## src/rtl/apb_cmd_master_pkg.sv

```systemverilog
// rtl/apb_cmd_master_pkg.sv - shared types and constants for the APB command master
package apb_cmd_master_pkg;

    localparam int ADDR_W      = 32;
    localparam int DATA_W      = 32;
    localparam int PROT_W      = 3;
    localparam int TMO_CYC_DEF = 255;

    typedef enum logic [1:0] {
        ST_IDLE   = 2'd0,
        ST_SETUP  = 2'd1,
        ST_ACCESS = 2'd2,
        ST_RESP   = 2'd3
    } state_e;

endpackage

```

## src/rtl/apb_cmd_master_if.sv

```systemverilog
// rtl/apb_cmd_master_if.sv - command/response and APB signal bundle for apb_cmd_master
interface apb_cmd_master_if;
    import apb_cmd_master_pkg::*;

    logic              cmd_valid;
    logic              cmd_ready;
    logic [ADDR_W-1:0] cmd_addr;
    logic              cmd_write;
    logic [DATA_W-1:0] cmd_wdata;
    logic [PROT_W-1:0] cmd_prot;

    logic              rsp_valid;
    logic              rsp_ready;
    logic [DATA_W-1:0] rsp_rdata;
    logic              rsp_err;
    logic              rsp_tmo;

    logic              psel;
    logic              penable;
    logic              pwrite;
    logic [ADDR_W-1:0] paddr;
    logic [DATA_W-1:0] pwdata;
    logic [PROT_W-1:0] pprot;
    logic [DATA_W-1:0] prdata;
    logic              pready;
    logic              pslverr;

    // master: the command master itself; slave: requester plus APB responder
    modport master (
        input  cmd_valid, cmd_addr, cmd_write, cmd_wdata, cmd_prot,
        input  rsp_ready, prdata, pready, pslverr,
        output cmd_ready, rsp_valid, rsp_rdata, rsp_err, rsp_tmo,
        output psel, penable, pwrite, paddr, pwdata, pprot
    );

    modport slave (
        output cmd_valid, cmd_addr, cmd_write, cmd_wdata, cmd_prot,
        output rsp_ready, prdata, pready, pslverr,
        input  cmd_ready, rsp_valid, rsp_rdata, rsp_err, rsp_tmo,
        input  psel, penable, pwrite, paddr, pwdata, pprot
    );

endinterface

```

## src/rtl/apb_cmd_master.sv

```systemverilog
// rtl/apb_cmd_master.sv - single-outstanding command to APB transfer master with wait-state timeout
module apb_cmd_master
    import apb_cmd_master_pkg::*;
#(
    parameter int TMO_CYC = TMO_CYC_DEF,
    parameter int TMO_W   = 8
) (
    input  logic             pclk,
    input  logic             preset,
    apb_cmd_master_if.master bus
);

    state_e            state_q, state_d;
    logic [TMO_W-1:0]  cnt_q, cnt_d;
    logic [ADDR_W-1:0] paddr_q, paddr_d;
    logic [DATA_W-1:0] pwdata_q, pwdata_d;
    logic              pwrite_q, pwrite_d;
    logic [PROT_W-1:0] pprot_q, pprot_d;
    logic [DATA_W-1:0] rdata_q, rdata_d;
    logic              err_q, err_d;
    logic              tmo_q, tmo_d;

    // Strobes decode straight from the state so reset drops psel asynchronously.
    assign bus.cmd_ready = (state_q == ST_IDLE);
    assign bus.psel      = (state_q == ST_SETUP) || (state_q == ST_ACCESS);
    assign bus.penable   = (state_q == ST_ACCESS);
    assign bus.rsp_valid = (state_q == ST_RESP);
    assign bus.paddr     = paddr_q;
    assign bus.pwdata    = pwdata_q;
    assign bus.pwrite    = pwrite_q;
    assign bus.pprot     = pprot_q;
    assign bus.rsp_rdata = rdata_q;
    assign bus.rsp_err   = err_q;
    assign bus.rsp_tmo   = tmo_q;

    always_ff @(posedge pclk or posedge preset) begin
        if (preset) begin
            state_q  <= ST_IDLE;
            cnt_q    <= '0;
            paddr_q  <= '0;
            pwdata_q <= '0;
            pwrite_q <= 1'b0;
            pprot_q  <= '0;
            rdata_q  <= '0;
            err_q    <= 1'b0;
            tmo_q    <= 1'b0;
        end else begin
            state_q  <= state_d;
            cnt_q    <= cnt_d;
            paddr_q  <= paddr_d;
            pwdata_q <= pwdata_d;
            pwrite_q <= pwrite_d;
            pprot_q  <= pprot_d;
            rdata_q  <= rdata_d;
            err_q    <= err_d;
            tmo_q    <= tmo_d;
        end
    end

    always_comb begin
        state_d  = state_q;
        cnt_d    = cnt_q;
        paddr_d  = paddr_q;
        pwdata_d = pwdata_q;
        pwrite_d = pwrite_q;
        pprot_d  = pprot_q;
        rdata_d  = rdata_q;
        err_d    = err_q;
        tmo_d    = tmo_q;

        case (state_q)
            ST_IDLE: begin
                if (bus.cmd_valid) begin
                    paddr_d  = bus.cmd_addr;
                    pwdata_d = bus.cmd_wdata;
                    pwrite_d = bus.cmd_write;
                    pprot_d  = bus.cmd_prot;
                    state_d  = ST_SETUP;
                end
            end
            ST_SETUP: begin
                cnt_d   = '0;
                state_d = ST_ACCESS;
            end
            ST_ACCESS: begin
                // pready takes priority over the timeout in the threshold cycle
                if (bus.pready) begin
                    rdata_d = pwrite_q ? '0 : bus.prdata;
                    err_d   = bus.pslverr;
                    tmo_d   = 1'b0;
                    state_d = ST_RESP;
                end else begin
                    cnt_d = cnt_q + 1'b1;
                    if (cnt_q == TMO_W'(TMO_CYC - 1)) begin
                        rdata_d = '0;
                        err_d   = 1'b1;
                        tmo_d   = 1'b1;
                        state_d = ST_RESP;
                    end
                end
            end
            ST_RESP: begin
                if (bus.rsp_ready) begin
                    state_d = ST_IDLE;
                end
            end
            default: state_d = ST_IDLE;
        endcase
    end

endmodule

```

## src/flat_wrapper.sv

```systemverilog
// flat-port wrapper written by rule: the top's interface ports become plain ports
module apb_cmd_master_flat import apb_cmd_master_pkg::*;
#(
    parameter int TMO_CYC = TMO_CYC_DEF,
    parameter int TMO_W   = 8
)
  (pclk, preset, bus_cmd_valid, bus_cmd_addr, bus_cmd_write, bus_cmd_wdata, bus_cmd_prot, bus_rsp_ready, bus_prdata, bus_pready, bus_pslverr, bus_cmd_ready, bus_rsp_valid, bus_rsp_rdata, bus_rsp_err, bus_rsp_tmo, bus_psel, bus_penable, bus_pwrite, bus_paddr, bus_pwdata, bus_pprot);
  apb_cmd_master_if bus_i ();
  input  logic pclk;
  input  logic preset;
  input wire logic [$bits(bus_i.cmd_valid)-1:0] bus_cmd_valid;
  input wire logic [$bits(bus_i.cmd_addr)-1:0] bus_cmd_addr;
  input wire logic [$bits(bus_i.cmd_write)-1:0] bus_cmd_write;
  input wire logic [$bits(bus_i.cmd_wdata)-1:0] bus_cmd_wdata;
  input wire logic [$bits(bus_i.cmd_prot)-1:0] bus_cmd_prot;
  input wire logic [$bits(bus_i.rsp_ready)-1:0] bus_rsp_ready;
  input wire logic [$bits(bus_i.prdata)-1:0] bus_prdata;
  input wire logic [$bits(bus_i.pready)-1:0] bus_pready;
  input wire logic [$bits(bus_i.pslverr)-1:0] bus_pslverr;
  output wire logic [$bits(bus_i.cmd_ready)-1:0] bus_cmd_ready;
  output wire logic [$bits(bus_i.rsp_valid)-1:0] bus_rsp_valid;
  output wire logic [$bits(bus_i.rsp_rdata)-1:0] bus_rsp_rdata;
  output wire logic [$bits(bus_i.rsp_err)-1:0] bus_rsp_err;
  output wire logic [$bits(bus_i.rsp_tmo)-1:0] bus_rsp_tmo;
  output wire logic [$bits(bus_i.psel)-1:0] bus_psel;
  output wire logic [$bits(bus_i.penable)-1:0] bus_penable;
  output wire logic [$bits(bus_i.pwrite)-1:0] bus_pwrite;
  output wire logic [$bits(bus_i.paddr)-1:0] bus_paddr;
  output wire logic [$bits(bus_i.pwdata)-1:0] bus_pwdata;
  output wire logic [$bits(bus_i.pprot)-1:0] bus_pprot;
  assign bus_i.cmd_valid = bus_cmd_valid;
  assign bus_i.cmd_addr = bus_cmd_addr;
  assign bus_i.cmd_write = bus_cmd_write;
  assign bus_i.cmd_wdata = bus_cmd_wdata;
  assign bus_i.cmd_prot = bus_cmd_prot;
  assign bus_i.rsp_ready = bus_rsp_ready;
  assign bus_i.prdata = bus_prdata;
  assign bus_i.pready = bus_pready;
  assign bus_i.pslverr = bus_pslverr;
  assign bus_cmd_ready = bus_i.cmd_ready;
  assign bus_rsp_valid = bus_i.rsp_valid;
  assign bus_rsp_rdata = bus_i.rsp_rdata;
  assign bus_rsp_err = bus_i.rsp_err;
  assign bus_rsp_tmo = bus_i.rsp_tmo;
  assign bus_psel = bus_i.psel;
  assign bus_penable = bus_i.penable;
  assign bus_pwrite = bus_i.pwrite;
  assign bus_paddr = bus_i.paddr;
  assign bus_pwdata = bus_i.pwdata;
  assign bus_pprot = bus_i.pprot;
  apb_cmd_master #(.TMO_CYC(TMO_CYC), .TMO_W(TMO_W)) u_core (.pclk(pclk), .preset(preset), .bus(bus_i));
endmodule
```

## config.mk

```make
export PLATFORM = sky130hd
export DESIGN_NAME = apb_cmd_master_flat
export DESIGN_NICKNAME = d
export VERILOG_FILES = /design/src/rtl/apb_cmd_master_pkg.sv /design/src/rtl/apb_cmd_master_if.sv /design/src/rtl/apb_cmd_master.sv /design/src/flat_wrapper.sv
export SDC_FILE = /design/constraint.sdc
export NUM_CORES = 1
export LEC_CHECK = 0
export BUFFER_PORTS_ARGS = -buffer_cell sky130_fd_sc_hd__buf_2
export CAP_MARGIN = 0
export CORE_ASPECT_RATIO = 0.7
export CORE_MARGIN = 3
export CORE_UTILIZATION = 46
export CTS_BUF_LIST = sky130_fd_sc_hd__clkbuf_8 sky130_fd_sc_hd__clkbuf_16
export DETAILED_ROUTE_END_ITERATION = 8
export PLACE_DENSITY = 0.8
export SYNTH_ARGS = -nofsm -noshare
export SYNTH_HDL_FRONTEND = slang
export SYNTH_SLANG_ARGS = --single-unit
```

## constraint.sdc

```tcl
create_clock -name pclk -period 4.4 [get_ports pclk]
set_input_delay 0.22 -clock pclk [delete_from_list [all_inputs] [get_ports pclk]]
set_output_delay 0.22 -clock pclk [all_outputs]
set_load 0.02 [all_outputs]
```

---- Word-level counts from Yosys, hierarchy flattened ----
Index checks and enable logic that the tools add are counted.
cells by class
  add/sub/neg operators ................... 1
  eq/ne operators ......................... 8
  multiplexer cells ....................... 13
  reductions and logical operators ........ 8
operators by type and width
  operator             number
  $mux 32              3
  $pmux 8 s2           1
  $add 8x1->8 const B  1
  $eq 8x8->1 const B   1
  $mux 2               4
  $mux 8               1
  $pmux 2 s4           1
  $ne 2x2->1 const B   3
  $reduce_and 2->1     3
  $eq 2x2->1 const B   2
  $reduce_bool 2->1    2
  $mux 1               3
  $ne 3x2->1 const B   1
  $reduce_and 3->1     1
  $eq 2x1->1 const B   1
  $logic_not 2->1      1
  $logic_or 1x1->1     1
word-level totals
  bits in registers ....................... 112
  input port bits ......................... 106
  output and inout bits ................... 106
  word-level logic and storage cells ...... 39

---- Longest topological paths before layout ----
  depth in word-level cells ............... 4
  gate-level depth with buffers ........... 7
  gate-level depth less buffers ........... 6

---- Worst setup path before layout ----
Ideal clock, no wire load.
  path type ............................... register to register
  start point ............................. register u_core.state_q[0]
  end point ............................... register u_core.paddr_q[20] (netlist: u_core.bus.paddr[20])
  library setup time ...................... 0.125 ns
  data arrival time ....................... 1.595 ns
  required time ........................... 4.275 ns
  path slack .............................. 2.680 ns
  stages on the path, launching flop included .. 7
  path buffers ............................ 2
  period minus slack after synthesis ...... 1.720 ns
  path through ............................ dfrtp_1 > inv_1 > ha_1 > nand2_1 > buf_2 > buf_4 > mux2_2
on the way
  word-level cells in the longest chain between the ends .. 2
RTL lines
  what                        RTL line              RTL
  start: declaration          apb_cmd_master.sv:13  state_e state_q, state_d;
  start signal: assignment    apb_cmd_master.sv:48  state_q <= state_d;
  $logic_not 2->1             --
  net bus_cmd_ready           flat_wrapper.sv:20    output wire logic [$bits(bus_i.cmd_ready)-1:0] bus_cmd_ready;
  $reduce_and 2->1 (no line)  --
  end signal: assignment      apb_cmd_master.sv:50  paddr_q <= paddr_d;
  end: declaration            apb_cmd_master.sv:15  logic [ADDR_W-1:0] paddr_q, paddr_d;
The timed path passes the listed nets, and every way through them passes these cells.
A chain may end at the register's enable or synchronous reset.

---- Worst setup path in the final report ----
  start point ............................. register u_core.state_q[0]
  end point ............................... register u_core.rdata_q[18] (netlist: u_core.bus.rsp_rdata[18])
on the way
  word-level cells in the longest chain between the ends .. 2
RTL lines
  what                        RTL line              RTL
  $eq 2x2->1                  apb_cmd_master.sv:71  case (state_q)
  $reduce_and 2->1 (no line)  --
  end signal: assignment      apb_cmd_master.sv:54  rdata_q <= rdata_d;
  end: declaration            apb_cmd_master.sv:19  logic [DATA_W-1:0] rdata_q, rdata_d;
Every way passes these cells.

==> impl_metrics.json <==
{
  "outcome": "complete, no violations",
  "dieWidth_um": 123,
  "worstSetupPathType": "reg2reg",
  "root_buffer": "clkbuf_16",
  "drive_above_1_share_pct": 59.8,
  "die_y_um": 88.1,
  "core_area_um2": 9220,
  "required_ns": 4.66,
  "cp.arrival_ns": 2.88,
  "cp-end-kind": "register",
  "min_path_type": "in2async",
  "fin_nets": 616,
  "firstDrtPassIters": 4,
  "overflow": 0,
  "finalSetupViolCount": 0,
  "worst_slew_pin_slew_ns": 1.20,
  "port_buffers": 211,
  "routed_wl_um": 10100,
  "grt_max_degree": 74,
  "fmax_mhz": 382,
  "post_cts_buffers": 0,
  "ys.flop_type": "dfrtp_1",
  "post_drt_wl_per_cell_um": 15.9,
  "grt_pass1_vias": 3201,
  "slew_headroom_pct": 20.0,
  "clk_path_buf_depth": 2,
  "via_per_inst": 4.97,
  "r2r_end": "u_core.bus.rsp_rdata[18]",
  "ys_types": 32,
  "period_share_pct": 59.5,
  "rr_startpoint": "u_core.state_q[0]",
  "num_vias": 3139,
  "power.total_uw": 4390,
  "antenna_found_initial": 0,
  "p_leak_uw": 0.00304,
  "r2r_setup_slack_ns": 1.78,
  "synth_fp_nets": 408,
  "start_util_pct": 48.1,
  "drt_iter0_drc": 132,
  "reg2reg_depth": 4,
  "cp_max_fo": 32,
  "stdcell_area_um2": 5820,
  "period_needed_ns": 2.62,
  "synth_edf_count": 0,
  "fin_setup_tns_ns": 0,
  "powerDensity_nw_per_um2": 754,
  "die-area_um2": 10900,
  "grt_usage_pct": 18.3,
  "start_kind": "register",
  "synthCells": 295,
  "seq_area_frac_synth_pct": 63.2,
  "final_antenna_net_count": 0,
  "drcViolationCount": 0,
  "maxCapViolations": 0,
  "cts_tree": "yes",
  "mostFrequentLayoutCells": "buf_2, dfrtp_1, mux2_2, a22o_1",
  "ios": 212,
  "diodes": 0,
  "irDropWorstVdd_v": 0.000448,
  "async_flop_share_pct": 100,
  "avgSynthCellArea_um2": 15.0,
  "cts.sinks": 112,
  "yosysWarnings": 0,
  "synth_area_um2": 4430,
  "utilization_pct": 63.1,
  "clkTransAtPathRegs_ns": 0.07,
  "ctsHtreeMaxLevel": 3,
  "cts_hold_buf": 0,
  "placed_area_um2": 5540,
  "insertion_delay_ns": 0.34,
  "slew_viol_final": 0,
  "synthToLayoutAreaGrowth_pct": 31.3,
  "cts_inserted_buffers": 9,
  "gp_congestion": 0.736,
  "cts_resized": 0,
  "ys_ff_latch": 112,
  "grt_pass1_wl_um": 15400,
  "fp-row-count": 29,
  "finalHoldViolCount": 0,
  "rsz0062_at_grt": "no",
  "hpwl_um": 7480,
  "finClkSkew_ns": 0.00487,
  "final_common_cell": "buf_2"
}
==> kinds of logic (layout without fill, tap and decap cells) <==
family	count (synthesis)	in the layout	synth area share, %
flip-flops	112	112	63.2
multiplexers	71	71	18.0
AO/OA/AOI/OAI	48	48	8.89
AND/OR/NAND/NOR	26	26	3.30
buffers and inverters	26	238	3.61
adder cells (fa/ha/maj)	7	7	1.98
XOR/XNOR	5	5	0.988
==> worst max-delay path: stages (launching register included) <==
cell     delay, ns
dfrtp_1       0.42
inv_1         0.12
ha_1          0.62
and3b_1       1.07
a22o_1        0.30
==> synthesized netlist by cell type (2+ instances only) <==
cell | instances | share of area (%)
nor2_1 | 5 | 0.42
buf_2 | 8 | 0.90
o21ai_0 | 5 | 0.56
inv_1 | 9 | 0.76
dfrtp_1 | 112 | 63
ha_1 | 7 | 2.0
xor2_1 | 3 | 0.59
a22o_1 | 33 | 6.5
a21o_1 | 2 | 0.34
nand2_1 | 8 | 0.68
a21oi_1 | 3 | 0.34
nand2b_1 | 3 | 0.42
buf_6 | 4 | 1.0
xnor2_1 | 2 | 0.40
mux2i_1 | 2 | 0.45
mux2_2 | 69 | 18
buf_4 | 3 | 0.51
nand3_1 | 2 | 0.23
nor3b_1 | 2 | 0.34
==> flip-flops by register name, indices dropped and copies added (netlist names) <==
signal and flops:
u_core.bus.paddr 32, u_core.bus.pprot 3, u_core.bus.pwdata 32, u_core.bus.pwrite 1, u_core.bus.rsp_err 1, u_core.bus.rsp_rdata 32
u_core.bus.rsp_tmo 1, u_core.cnt_q 8, u_core.state_q 2
==> metrics by stage <==
stage,instances,setup slack (ns),hold WS (ns)
final,631,1.78,0.0619
after CTS,631,1.81,0.0868
after global routing,631,1.57,0.0881
after detailed placement,616,1.82,0.447
after global placement,616,1.95,0.443
after floorplan,295,1.22,0.360
==> layer usage <==
| metal | routed length, um | vias up | share of wire, % | GRT usage (%) |
|---|---|---|---|---|
| li1 | - | 1464 | - | - |
| met4 | 138 | 0 | 1.4 | 6.63 |
| met2 | 4620 | 153 | 46 | 28.8 |
| met1 | 4140 | 1510 | 41 | 23.0 |
| met5 | 0 | - | 0 | 0 |
| met3 | 1150 | 12 | 11 | 7.62 |
==> area by class of cell <==
type | instances | area [um2]
fill | 721 | 3400
sequential | 112 | 2800
timing repair buffer | 214 | 1080
tap | 124 | 155
clock inverter | 5 | 35.0
clock buffer | 10 | 239
inverter | 9 | 36.3
multi-input combinational | 157 | 1470
==> worst max-delay path by stage <==
| stage | startpoint | end | slack, ns | cells after the start |
|---|---|---|---|---|
| global route | u_core.state_q[0] | u_core.bus.rsp_rdata[18] | 1.57 | 4 |
| detailed placement | u_core.state_q[0] | u_core.bus.rsp_rdata[18] | 1.82 | 4 |
| CTS | u_core.state_q[0] | u_core.bus.rsp_rdata[18] | 1.81 | 4 |
| finish | u_core.state_q[0] | u_core.bus.rsp_rdata[18] | 1.78 | 4 |
| floorplan | preset | u_core.bus.paddr[0] | 1.22 | 1 |
| global placement | u_core.state_q[0] | u_core.bus.rsp_rdata[22] | 1.95 | 4 |
==> power breakdown <==
group,internal (uW),switching (uW)
Sequential,1480,230
Combinational,812,1120
Clock,395,348
Power figures use the tool's default switching activity.
